File: src/rtl/mmio_input_reader_pkg.sv
// Shared address map and widths for the memory-mapped board I/O peripherals.
// The display address lives here too so both peripherals decode from one map.
package mmio_input_reader_pkg;

  localparam logic [31:0] ADDR_DISP = 32'h0000_0148;
  localparam logic [31:0] ADDR_SW   = 32'h0000_0150;
  localparam logic [31:0] ADDR_BTN  = 32'h0000_0154;
  localparam logic [31:0] ADDR_EVT  = 32'h0000_0158;

  localparam int SW_W  = 16;
  localparam int BTN_W = 4;

  typedef enum logic [1:0] {
    SEL_NONE,
    SEL_SW,
    SEL_BTN,
    SEL_EVT
  } regSel_t;

  // Full 32-bit compare so no register aliases anywhere else in the map.
  function automatic regSel_t decodeAddr(input logic [31:0] addr);
    regSel_t sel;
    sel = SEL_NONE;
    if (addr == ADDR_SW)  sel = SEL_SW;
    if (addr == ADDR_BTN) sel = SEL_BTN;
    if (addr == ADDR_EVT) sel = SEL_EVT;
    return sel;
  endfunction

endpackage

File: src/rtl/mmio_input_reader_debounce_bit.sv
// One input bit: two-flop synchronizer, stability counter, debounced level
// and a registered one-cycle pulse when the debounced level rises.
module mmio_input_reader_debounce_bit #(
  parameter int DEBOUNCE_CYCLES = 10000
) (
  input  logic clk,
  input  logic rst_n,
  input  logic i_pin,
  output logic o_level,
  output logic o_rise
);

  localparam int CNT_W = $clog2(DEBOUNCE_CYCLES + 1);
  localparam logic [CNT_W-1:0] CNT_LAST = CNT_W'(DEBOUNCE_CYCLES - 1);

  logic             r_meta;
  logic             r_sync;
  logic             r_level;
  logic             r_rise;
  logic [CNT_W-1:0] r_cnt;

  // The level only moves after DEBOUNCE_CYCLES consecutive differing samples;
  // a single agreeing sample restarts the count.
  always_ff @(posedge clk or negedge rst_n) begin
    if (!rst_n) begin
      r_meta  <= 1'b0;
      r_sync  <= 1'b0;
      r_level <= 1'b0;
      r_rise  <= 1'b0;
      r_cnt   <= '0;
    end else begin
      r_meta <= i_pin;
      r_sync <= r_meta;
      r_rise <= 1'b0;
      if (r_sync != r_level) begin
        if (r_cnt == CNT_LAST) begin
          r_level <= r_sync;
          r_rise  <= r_sync;
          r_cnt   <= '0;
        end else begin
          r_cnt <= r_cnt + CNT_W'(1);
        end
      end else begin
        r_cnt <= '0;
      end
    end
  end

  assign o_level = r_level;
  assign o_rise  = r_rise;

endmodule

File: src/rtl/mmio_input_reader.sv
// Read-side board peripheral: debounced switches and buttons, sticky button
// press flags with write-1-to-clear, and a registered read port.
module mmio_input_reader
  import mmio_input_reader_pkg::*;
#(
  parameter int DEBOUNCE_CYCLES = 10000
) (
  input  logic        clk,
  input  logic        rst_n,
  input  logic [31:0] address,
  input  logic        RE,
  input  logic        WE,
  input  logic [31:0] datain,
  input  logic [15:0] sw,
  input  logic [3:0]  btn,
  output logic [31:0] dataread,
  output logic        event_pending
);

  localparam int IN_W = SW_W + BTN_W;

  logic [IN_W-1:0]  w_raw;
  logic [IN_W-1:0]  w_level;
  logic [IN_W-1:0]  w_rise;
  logic [SW_W-1:0]  w_swDb;
  logic [BTN_W-1:0] w_btnDb;
  logic [BTN_W-1:0] w_btnRise;
  logic [BTN_W-1:0] w_clr;
  logic [31:0]      w_readData;
  logic             w_unused;

  logic [BTN_W-1:0] r_evt;
  logic             r_pend;
  logic [31:0]      r_dataread;

  assign w_raw = {btn, sw};

  genvar gi;
  generate
    for (gi = 0; gi < IN_W; gi++) begin : g_db
      mmio_input_reader_debounce_bit #(
        .DEBOUNCE_CYCLES(DEBOUNCE_CYCLES)
      ) u_debounce_bit (
        .clk    (clk),
        .rst_n  (rst_n),
        .i_pin  (w_raw[gi]),
        .o_level(w_level[gi]),
        .o_rise (w_rise[gi])
      );
    end
  endgenerate

  assign w_swDb    = w_level[SW_W-1:0];
  assign w_btnDb   = w_level[IN_W-1:SW_W];
  assign w_btnRise = w_rise[IN_W-1:SW_W];
  // Switch rise pulses and the upper write-data bits have no consumer.
  assign w_unused  = ^{w_rise[SW_W-1:0], datain[31:BTN_W]};

  assign w_clr = (WE && (address == ADDR_EVT)) ? datain[BTN_W-1:0] : '0;

  always_comb begin
    w_readData = '0;
    case (decodeAddr(address))
      SEL_SW:  w_readData = {{(32-SW_W){1'b0}}, w_swDb};
      SEL_BTN: w_readData = {{(32-BTN_W){1'b0}}, w_btnDb};
      SEL_EVT: w_readData = {{(32-BTN_W){1'b0}}, r_evt};
      default: w_readData = '0;
    endcase
  end

  // Ordering the set after the clear makes a same-cycle press win.
  always_ff @(posedge clk or negedge rst_n) begin
    if (!rst_n) begin
      r_evt      <= '0;
      r_pend     <= 1'b0;
      r_dataread <= '0;
    end else begin
      r_evt  <= (r_evt & ~w_clr) | w_btnRise;
      r_pend <= |r_evt;
      if (RE) r_dataread <= w_readData;
    end
  end

  assign dataread      = r_dataread;
  assign event_pending = r_pend;

endmodule

File: config.mk
export PLATFORM = sky130hd
export DESIGN_NAME = mmio_input_reader
export DESIGN_NICKNAME = d
export VERILOG_FILES = /design/src/rtl/mmio_input_reader_pkg.sv /design/src/rtl/mmio_input_reader_debounce_bit.sv /design/src/rtl/mmio_input_reader.sv
export SDC_FILE = /design/constraint.sdc
export NUM_CORES = 1
export LEC_CHECK = 0
export ABC_AREA = 1
export CAP_MARGIN = 40
export CORE_AREA = 2 2 213 215
export CTS_CLUSTER_SIZE = 14
export DETAILED_ROUTE_END_ITERATION = 8
export DIE_AREA = 0 0 215 217
export GPL_ROUTABILITY_DRIVEN = 0
export GPL_TIMING_DRIVEN = 1
export PLACE_DENSITY = 0.59
export SYNTH_ARGS = -nofsm -noshare
export SYNTH_HDL_FRONTEND = slang
export SYNTH_HIERARCHICAL = 1
export SYNTH_SLANG_ARGS = --single-unit
File: constraint.sdc
create_clock -name clk -period 1.7 [get_ports clk]
set_input_delay 0.34 -clock clk [delete_from_list [all_inputs] [get_ports clk]]
set_output_delay 0.34 -clock clk [all_outputs]
set_load 0.02 [all_outputs]
======== After elaboration in Yosys (flattened, before gate mapping) ========
Index checks and enable logic that the tools add are counted.
operators by class
  add/subtract/negate cells ............... 20
  reductions and logical operators ........ 22
  multiplexer cells ....................... 53
  equal/unequal tests ..................... 46
  bitwise gates (word level) .............. 3
operators with widths
  cell                   number
  $mux 14                40
  $add 14x1->14 const B  20
  $eq 14x14->1 const B   20
  $eq 32x9->1 const B    3
  $pmux 16 s3            1
  $reduce_and 2->1       20
  $ne 1x1->1             20
  $mux 1                 9
  $and 4x4->4            1
  $eq 2x2->1 const B     2
  $mux 2                 2
  $mux 4                 1
  $not 4->4              1
  $or 4x4->4             1
  $reduce_or 4->1        1
  $eq 2x1->1 const B     1
  $logic_and 1x1->1      1
storage, ports and cells
  input bits .............................. 88
  bits in registers ....................... 381
  logic and storage cells ................. 231
  output and inout port bits .............. 33

======== Logic depth before layout (Yosys ltp) ========
Gate-level depths: netlist (run 1).
  depth in word-level cells ............... 6
  gate-level depth with buffers ........... 10
  depth with buffers taken out ............ 10

======== Hierarchy ========
Netlist (run 1), hierarchy kept.
modules (own cells, without submodules)
  module                                                       sequential area each (um2)  times used  cells each  area each (um2)
  mmio_input_reader_debounce_bit (g_db[0].u_debounce_bit ...)  450.4                       19          110         923.4
  mmio_input_reader                                            525.5                       1           188         1343.8
  mmio_input_reader_debounce_bit (g_db[17].u_debounce_bit)     450.4                       1           110         914.6

======== Worst setup path before layout (run 1) ========
Ideal clock, no wire load.
  path type ............................... input port to flip-flop
  start ................................... in address[7]
  end ..................................... reg r_evt[2]
  path buffers ............................ 0
  setup time .............................. 0.116 ns
  path slack .............................. 0.485 ns
  required time ........................... 1.584 ns
  cell stages on the path ................. 10
  arrival time ............................ 1.099 ns
  cells stage by stage .................... inv_1 nand2_1 nor2_2 nand2_1 nor2_4 nand2_1 nor2_2 nand2_1 nand2_1 nand2_1
on the way
  longest elaborated chain between the ends .. 6
ends and longest elaborated chain
  what                  RTL line                 RTL
  start, declared       mmio_input_reader.sv:10  input logic [31:0] address,
  $eq 32x9->1           mmio_input_reader.sv:59  assign w_clr = (WE && (address == ADDR_EVT)) ? datain[BTN_W-1:0] : '0;
  $logic_and 1x1->1     mmio_input_reader.sv:59
  $mux 4                mmio_input_reader.sv:59
  $not 4->4             mmio_input_reader.sv:78  r_evt <= (r_evt & ~w_clr) | w_btnRise;
  $and 4x4->4           mmio_input_reader.sv:78
  $or 4x4->4            mmio_input_reader.sv:78
  end signal, assigned  mmio_input_reader.sv:78
  end, declared         mmio_input_reader.sv:32  logic [BTN_W-1:0] r_evt;
No other way between the ends.
A chain may end at the register's enable or synchronous reset.

======== Final worst setup path (run 1) ========
  start ................................... reg r_dataread[1], in the netlist dataread[1]
  end ..................................... out dataread[1]
RTL lines
  what                    RTL line                 RTL
  start, declared         mmio_input_reader.sv:34  logic [31:0] r_dataread;
  start signal, assigned  mmio_input_reader.sv:80  if (RE) r_dataread <= w_readData;
  end, declared           mmio_input_reader.sv:16  output logic [31:0] dataread,
No word-level cell between the ends.

==> results.yml, run 1 <==
outcome:
  status: "finished, final reports clean"
timing:
  period_share_pct: 97.7
  slew_headroom_pct: 58.2
  fmax_ghz: 0.602
  hold_violations: 0
  holdWs_ps: 229
  fin_skew_ps: 12.4
  tns_ps: 0
  finalSetupViolCount: 0
  tightest_slew_ps: 627
  post-route-min-period_ps: 1660
  slew_violations: 0
  setup_slack_ps: 38.5
  rsz0062_at_grt: "no"
power:
  powerDensity_nw_per_um2: 874
  finalPower_mw: 19.6
  ir_worst_vdd_uv: 561
  leakage_nw: 10.4
final_layout:
  fin_cells: 3119
  antenna-diode-count: 0
  fillerInstances: 4301
  design_area_um2: 22500
  final_core_util_pct: 50.2
  mostFrequentLayoutCells: "nor2_1, nand2_1, dfrtp_1"
  drive_above_1_share_pct: 13.8
  nets: 2617
  layout_commonest_cell: "nor2_1"
  syn_to_final_growth_pct: 16.2
cts:
  cts_num_sinks: 365
  cts_tree: "done"
  root_buffer: "clkbuf_16"
  clockBufferDepth: 3
  cts_max_level: 2
  path_clk_slew_ps: 60
  cts_made_buffers: 42
  post_cts_buffers: 0
  clk_latency_ps: 550
global_route:
  antenna_found_initial: 1
  grt_pass1_vias: 14700
  grt-ovfl-total: 0
  grt_util_all_layers_pct: 17.4
  grt_first_pass_wirelength_mm: 68.5
  grt_max_degree: 55
die:
  io_pins: 121
  die_x_um: 215
  die_y_um: 217
  core-area_um2: 44700
  rows: 78
  design.die.area_um2: 46700
  start_util_pct: 43.2
worst_setup_path:
  reg2regPathDepth: 6
  cp_top_family: "flip-flops"
  worstReg2RegEnd: "g_db[0].u_debounce_bit/r_cnt[3]$_DFF_PN0_"
  critPathMaxFanout: 2
  critPathLaunchType: "flip-flop"
  path_depth: 1
  r2r_slack_ps: 290
  critical_path_buf_inv_count: 1
  worstPathArrival_ps: 1320
  max_stage_delay_ps: 460
  r2r-start: "g_db[0].u_debounce_bit/r_cnt[0]$_DFF_PN0_"
  timing.critical_path.slowest_stage_cell: "dfrtp_1"
  crit_type: "flip-flop to primary output"
  path_cells: "clkdlybuf4s15_2"
  cp.required_ps: 1360
  end_kind: "primary output"
flow_run:
  max_cap_violations: 0
detailed_routing:
  num_vias: 14800
  wl_per_cell_um: 12.4
  final_antenna_net_count: 0
  firstDrtPassIters: 5
  drc_errors: 0
  routed_wirelength_mm: 38.8
  vias_per_cell: 4.76
  drt_first_iter_violations: 830
synth:
  netlist_area_um2: 19300
  syn_area_per_cell_um2: 8.20
  ys.warnings.count: 6
  synthCells: 2356
placed_design:
  dpl-instance-area_um2: 20900
  place_ws_ps: -103
  dp_cells: 3044
  post-dp-hpwl_mm: 28.2
  portBuffers: 76
min_path:
  min_delay_path_depth: 1
  min_path_type: "input port to flip-flop"
  hold_end: "g_db[12].u_debounce_bit/r_meta$_DFF_PN0_"
  hp-start: "sw[12]"
-- state kept, by name (all words and copies together) (netlist names) --
register                     count
r_evt                            4
g_db.u_debounce_bit/r_meta      20
g_db.u_debounce_bit/r_cnt      280
g_db.u_debounce_bit/o_level     20
dataread                        16
g_db.u_debounce_bit/r_sync      20
g_db.u_debounce_bit/o_rise       4
event_pending                    1
-- layer usage --
metal  global-route usage, %  vias to the layer above  share of wire (%)
met2                    28.9                      187                 47
met3                    2.98                       49                3.5
li1                        -                     7603                  -
met5                       0                        -              0.028
met1                    23.5                     7002                 48
met4                    4.76                        2                1.8
-- final cells by class --
type / instances / area [um^2] / area share [%]
clock buffers: 58 / 1240 / 5.55
clock inverters: 16 / 259 / 1.15
inverters: 347 / 1300 / 5.80
multi-input cells: 1638 / 8790 / 39.1
flip-flops and latches: 365 / 9140 / 40.7
well taps: 600 / 751 / 3.34
repair buffers: 95 / 970 / 4.32
-- repair_timing --
| action | 4_1_cts | 5_1_grt |
|---|---|---|
| hold endpoints to repair | 25 | 0 |
| hold buffers | 1 | 0 |
| resized for setup | 30 | 4 |
| setup endpoints to repair | 17 | 4 |
-- worst max path at each step --
stage,startpoint,slack (ps),end
global placement,address[8],-40,dataread[0]$_DFFE_PN0P_
detailed placement,address[14],-100,dataread[1]$_DFFE_PN0P_
finish,dataread[1]$_DFFE_PN0P_,40,dataread[1]
floorplan,address[7],480,r_evt[2]$_DFF_PN0_
CTS,dataread[6]$_DFFE_PN0P_,1,dataread[6]
global route,dataread[1]$_DFFE_PN0P_,9,dataread[1]
-- power by group --
| group | leakage [nW] | internal (mW) | switching [mW] | total [mW] |
|---|---|---|---|---|
| Clock | 0.746 | 6.16 | 3.55 | 9.71 |
| Sequential | 4.93 | 8.86 | 0.171 | 9.03 |
| Combinational | 4.74 | 0.349 | 0.536 | 0.886 |
Note: power is estimated with default switching activity, not from simulation.
==> inputs of run 2 (changes only) <==
--- a/config.mk
+++ b/config.mk
@@ -9,6 +9,7 @@
 export CAP_MARGIN = 40
-export CORE_AREA = 2 2 213 215
+export CORE_AREA = 2 2 181 254
+export CTS_CLUSTER_DIAMETER = 60
 export CTS_CLUSTER_SIZE = 14
 export DETAILED_ROUTE_END_ITERATION = 8
-export DIE_AREA = 0 0 215 217
+export DIE_AREA = 0 0 183 256
 export GPL_ROUTABILITY_DRIVEN = 0
==> constraint.sdc (replaced) <==
create_clock -name clk -period 1.7 [get_ports clk]
set_input_delay 0.425 -clock clk [delete_from_list [all_inputs] [get_ports clk]]
set_output_delay 0.425 -clock clk [all_outputs]
set_load 0.02 [all_outputs]
==> run 2 against run 1 <==
  * Global-route usage is 0.095 points lower
  * Non-clock buffer count is 2 higher
  * Sequential cell count stayed put
  * Clock skew is 2.7 ps lower
  * Hold slack better by 58 ps
  * Wire length is 0.92% higher
  * Register-to-register slack hardly changed
  * Clock power is 32% lower
  * Clock-buffer cell count is 21 lower
==> results.yml, run 2 (synthesis results as in run 1) <==
timing:
  rsz0062_at_grt: "no"
  fin_skew_ps: 9.74
  tns_ps: 0
  slew_violations: 0
  fmax_ghz: 0.603
  post-route-min-period_ps: 1660
  holdWs_ps: 287
  slew_headroom_pct: 56.0
  finalSetupViolCount: 0
  hold_violations: 0
  setup_slack_ps: 42.3
  tightest_slew_ps: 660
  period_share_pct: 97.5
cts:
  cts_max_level: 1
  clk_latency_ps: 570
  cts_tree: "done"
  cts_made_buffers: 31
  path_clk_slew_ps: 70
  cts_num_sinks: 365
  root_buffer: "clkbuf_16"
  clockBufferDepth: 3
min_path:
  min_delay_path_depth: 1
  hp-start: "sw[13]"
  min_path_type: "input port to flip-flop"
  hold_end: "g_db[13].u_debounce_bit/r_meta$_DFF_PN0_"
global_route:
  grt_first_pass_wirelength_mm: 68.6
  grt_max_degree: 42
  grt-ovfl-total: 0
  grt_pass1_vias: 15100
  grt_util_all_layers_pct: 17.3
  antenna_found_initial: 0
power:
  leakage_nw: 10.1
  powerDensity_nw_per_um2: 759
  ir_worst_vdd_uv: 647
  finalPower_mw: 16.5
outcome:
  status: "finished, final reports clean"
final_layout:
  nets: 2608
  layout_commonest_cell: "nor2_1"
  multiInputGateArea_um2: 8790
  top_register: "g_db.u_debounce_bit/r_cnt"
  largest_reg_flops: 280
  syn_to_final_growth_pct: 12.8
  fin_cells: 3052
  seq_area_um2: 9140
  final_core_util_pct: 48.8
  fillerInstances: 4401
  design_area_um2: 21800
  antenna-diode-count: 0
  mostFrequentLayoutCells: "nor2_1, nand2_1, dfrtp_1"
  drive_above_1_share_pct: 13.3
detailed_routing:
  vias_per_cell: 4.87
  firstDrtPassIters: 5
  wl_per_cell_um: 12.8
  routed_wirelength_mm: 39.1
  num_vias: 14900
  final_antenna_net_count: 0
  drt_first_iter_violations: 693
  drc_errors: 0
worst_setup_path:
  max_stage_delay_ps: 390
  critPathLaunchType: "flip-flop"
  critPathMaxFanout: 2
  r2r-start: "g_db[19].u_debounce_bit/r_cnt[0]$_DFF_PN0_"
  cp.required_ps: 1270
  timing.critical_path.slowest_stage_cell: "dfrtp_1"
  crit_type: "flip-flop to primary output"
  cp_top_family: "flip-flops"
  crit_start: "dataread[6]$_DFFE_PN0P_"
  end_kind: "primary output"
  worstReg2RegEnd: "g_db[19].u_debounce_bit/r_cnt[4]$_DFF_PN0_"
  path_cells: "clkdlybuf4s15_2"
  reg2regPathDepth: 6
  r2r_slack_ps: 280
  critical_path_buf_inv_count: 1
  worstPathArrival_ps: 1230
die:
  design.die.area_um2: 46800
  die_x_um: 183
  die_y_um: 256
  core-area_um2: 44700
  start_util_pct: 43.3
  io_pins: 121
  rows: 92
placed_design:
  portBuffers: 76
  post-dp-hpwl_mm: 29.4
  place_ws_ps: -204
  dp_cells: 3009
  dpl-instance-area_um2: 21000
flow_run:
  max_cap_violations: 0
-- run 2: changes by cell type in the layout (fill, tap and decap cells not counted), sizes merged --
cell,change
clkbuf,-23
buf,+17
dlygate4sd2,-9
clkinv,-7
bufinv,-6
clkdlybuf4s15,-4
clkinvlp,+1
-- run 2: report_power, final --
group	internal, mW	switching, mW
Combinational	0.365	0.538
Clock	3.54	3.09
Sequential	8.85	0.171
-- run 2: area by class of cell --
type	instances	area share [%]
Clock buffer	37	3.80
Sequential cell	365	41.9
Multi-Input combinational cell	1638	40.3
Tap cell	564	3.24
Clock inverter	4	0.235
Inverter	347	5.97
Timing Repair Buffer	97	4.55
-- run 2: worst max path at each step --
stage	cells after the start	end	slack, ps
floorplan	10	r_evt[2]$_DFF_PN0_	400
global placement	8	dataread[13]$_DFFE_PN0P_	-150
detailed placement	10	dataread[0]$_DFFE_PN0P_	-200
CTS	1	dataread[4]	3
global route	1	dataread[6]	4
finish	1	dataread[6]	40
-- run 2: what timing repair did --
action / 4_1_cts / 5_1_grt
endpoints found under the hold margin: 22 / 0
hold buffers: 1 / 0
setup buffers: 1 / 0
setup endpoints to repair: 17 / 2
resized for setup: 68 / 4
pin swaps: 0 / 0
-- run 2: routing by layer --
metal	routed length, um	part of all wire [%]	GRT usage, %	vias up
met2	19900	51	31.8	201
met4	1120	2.8	5.62	0
met3	1170	3.0	2.05	83
met5	0	0	0	-
li1	-	-	-	7560
met1	16900	43	20.7	7015
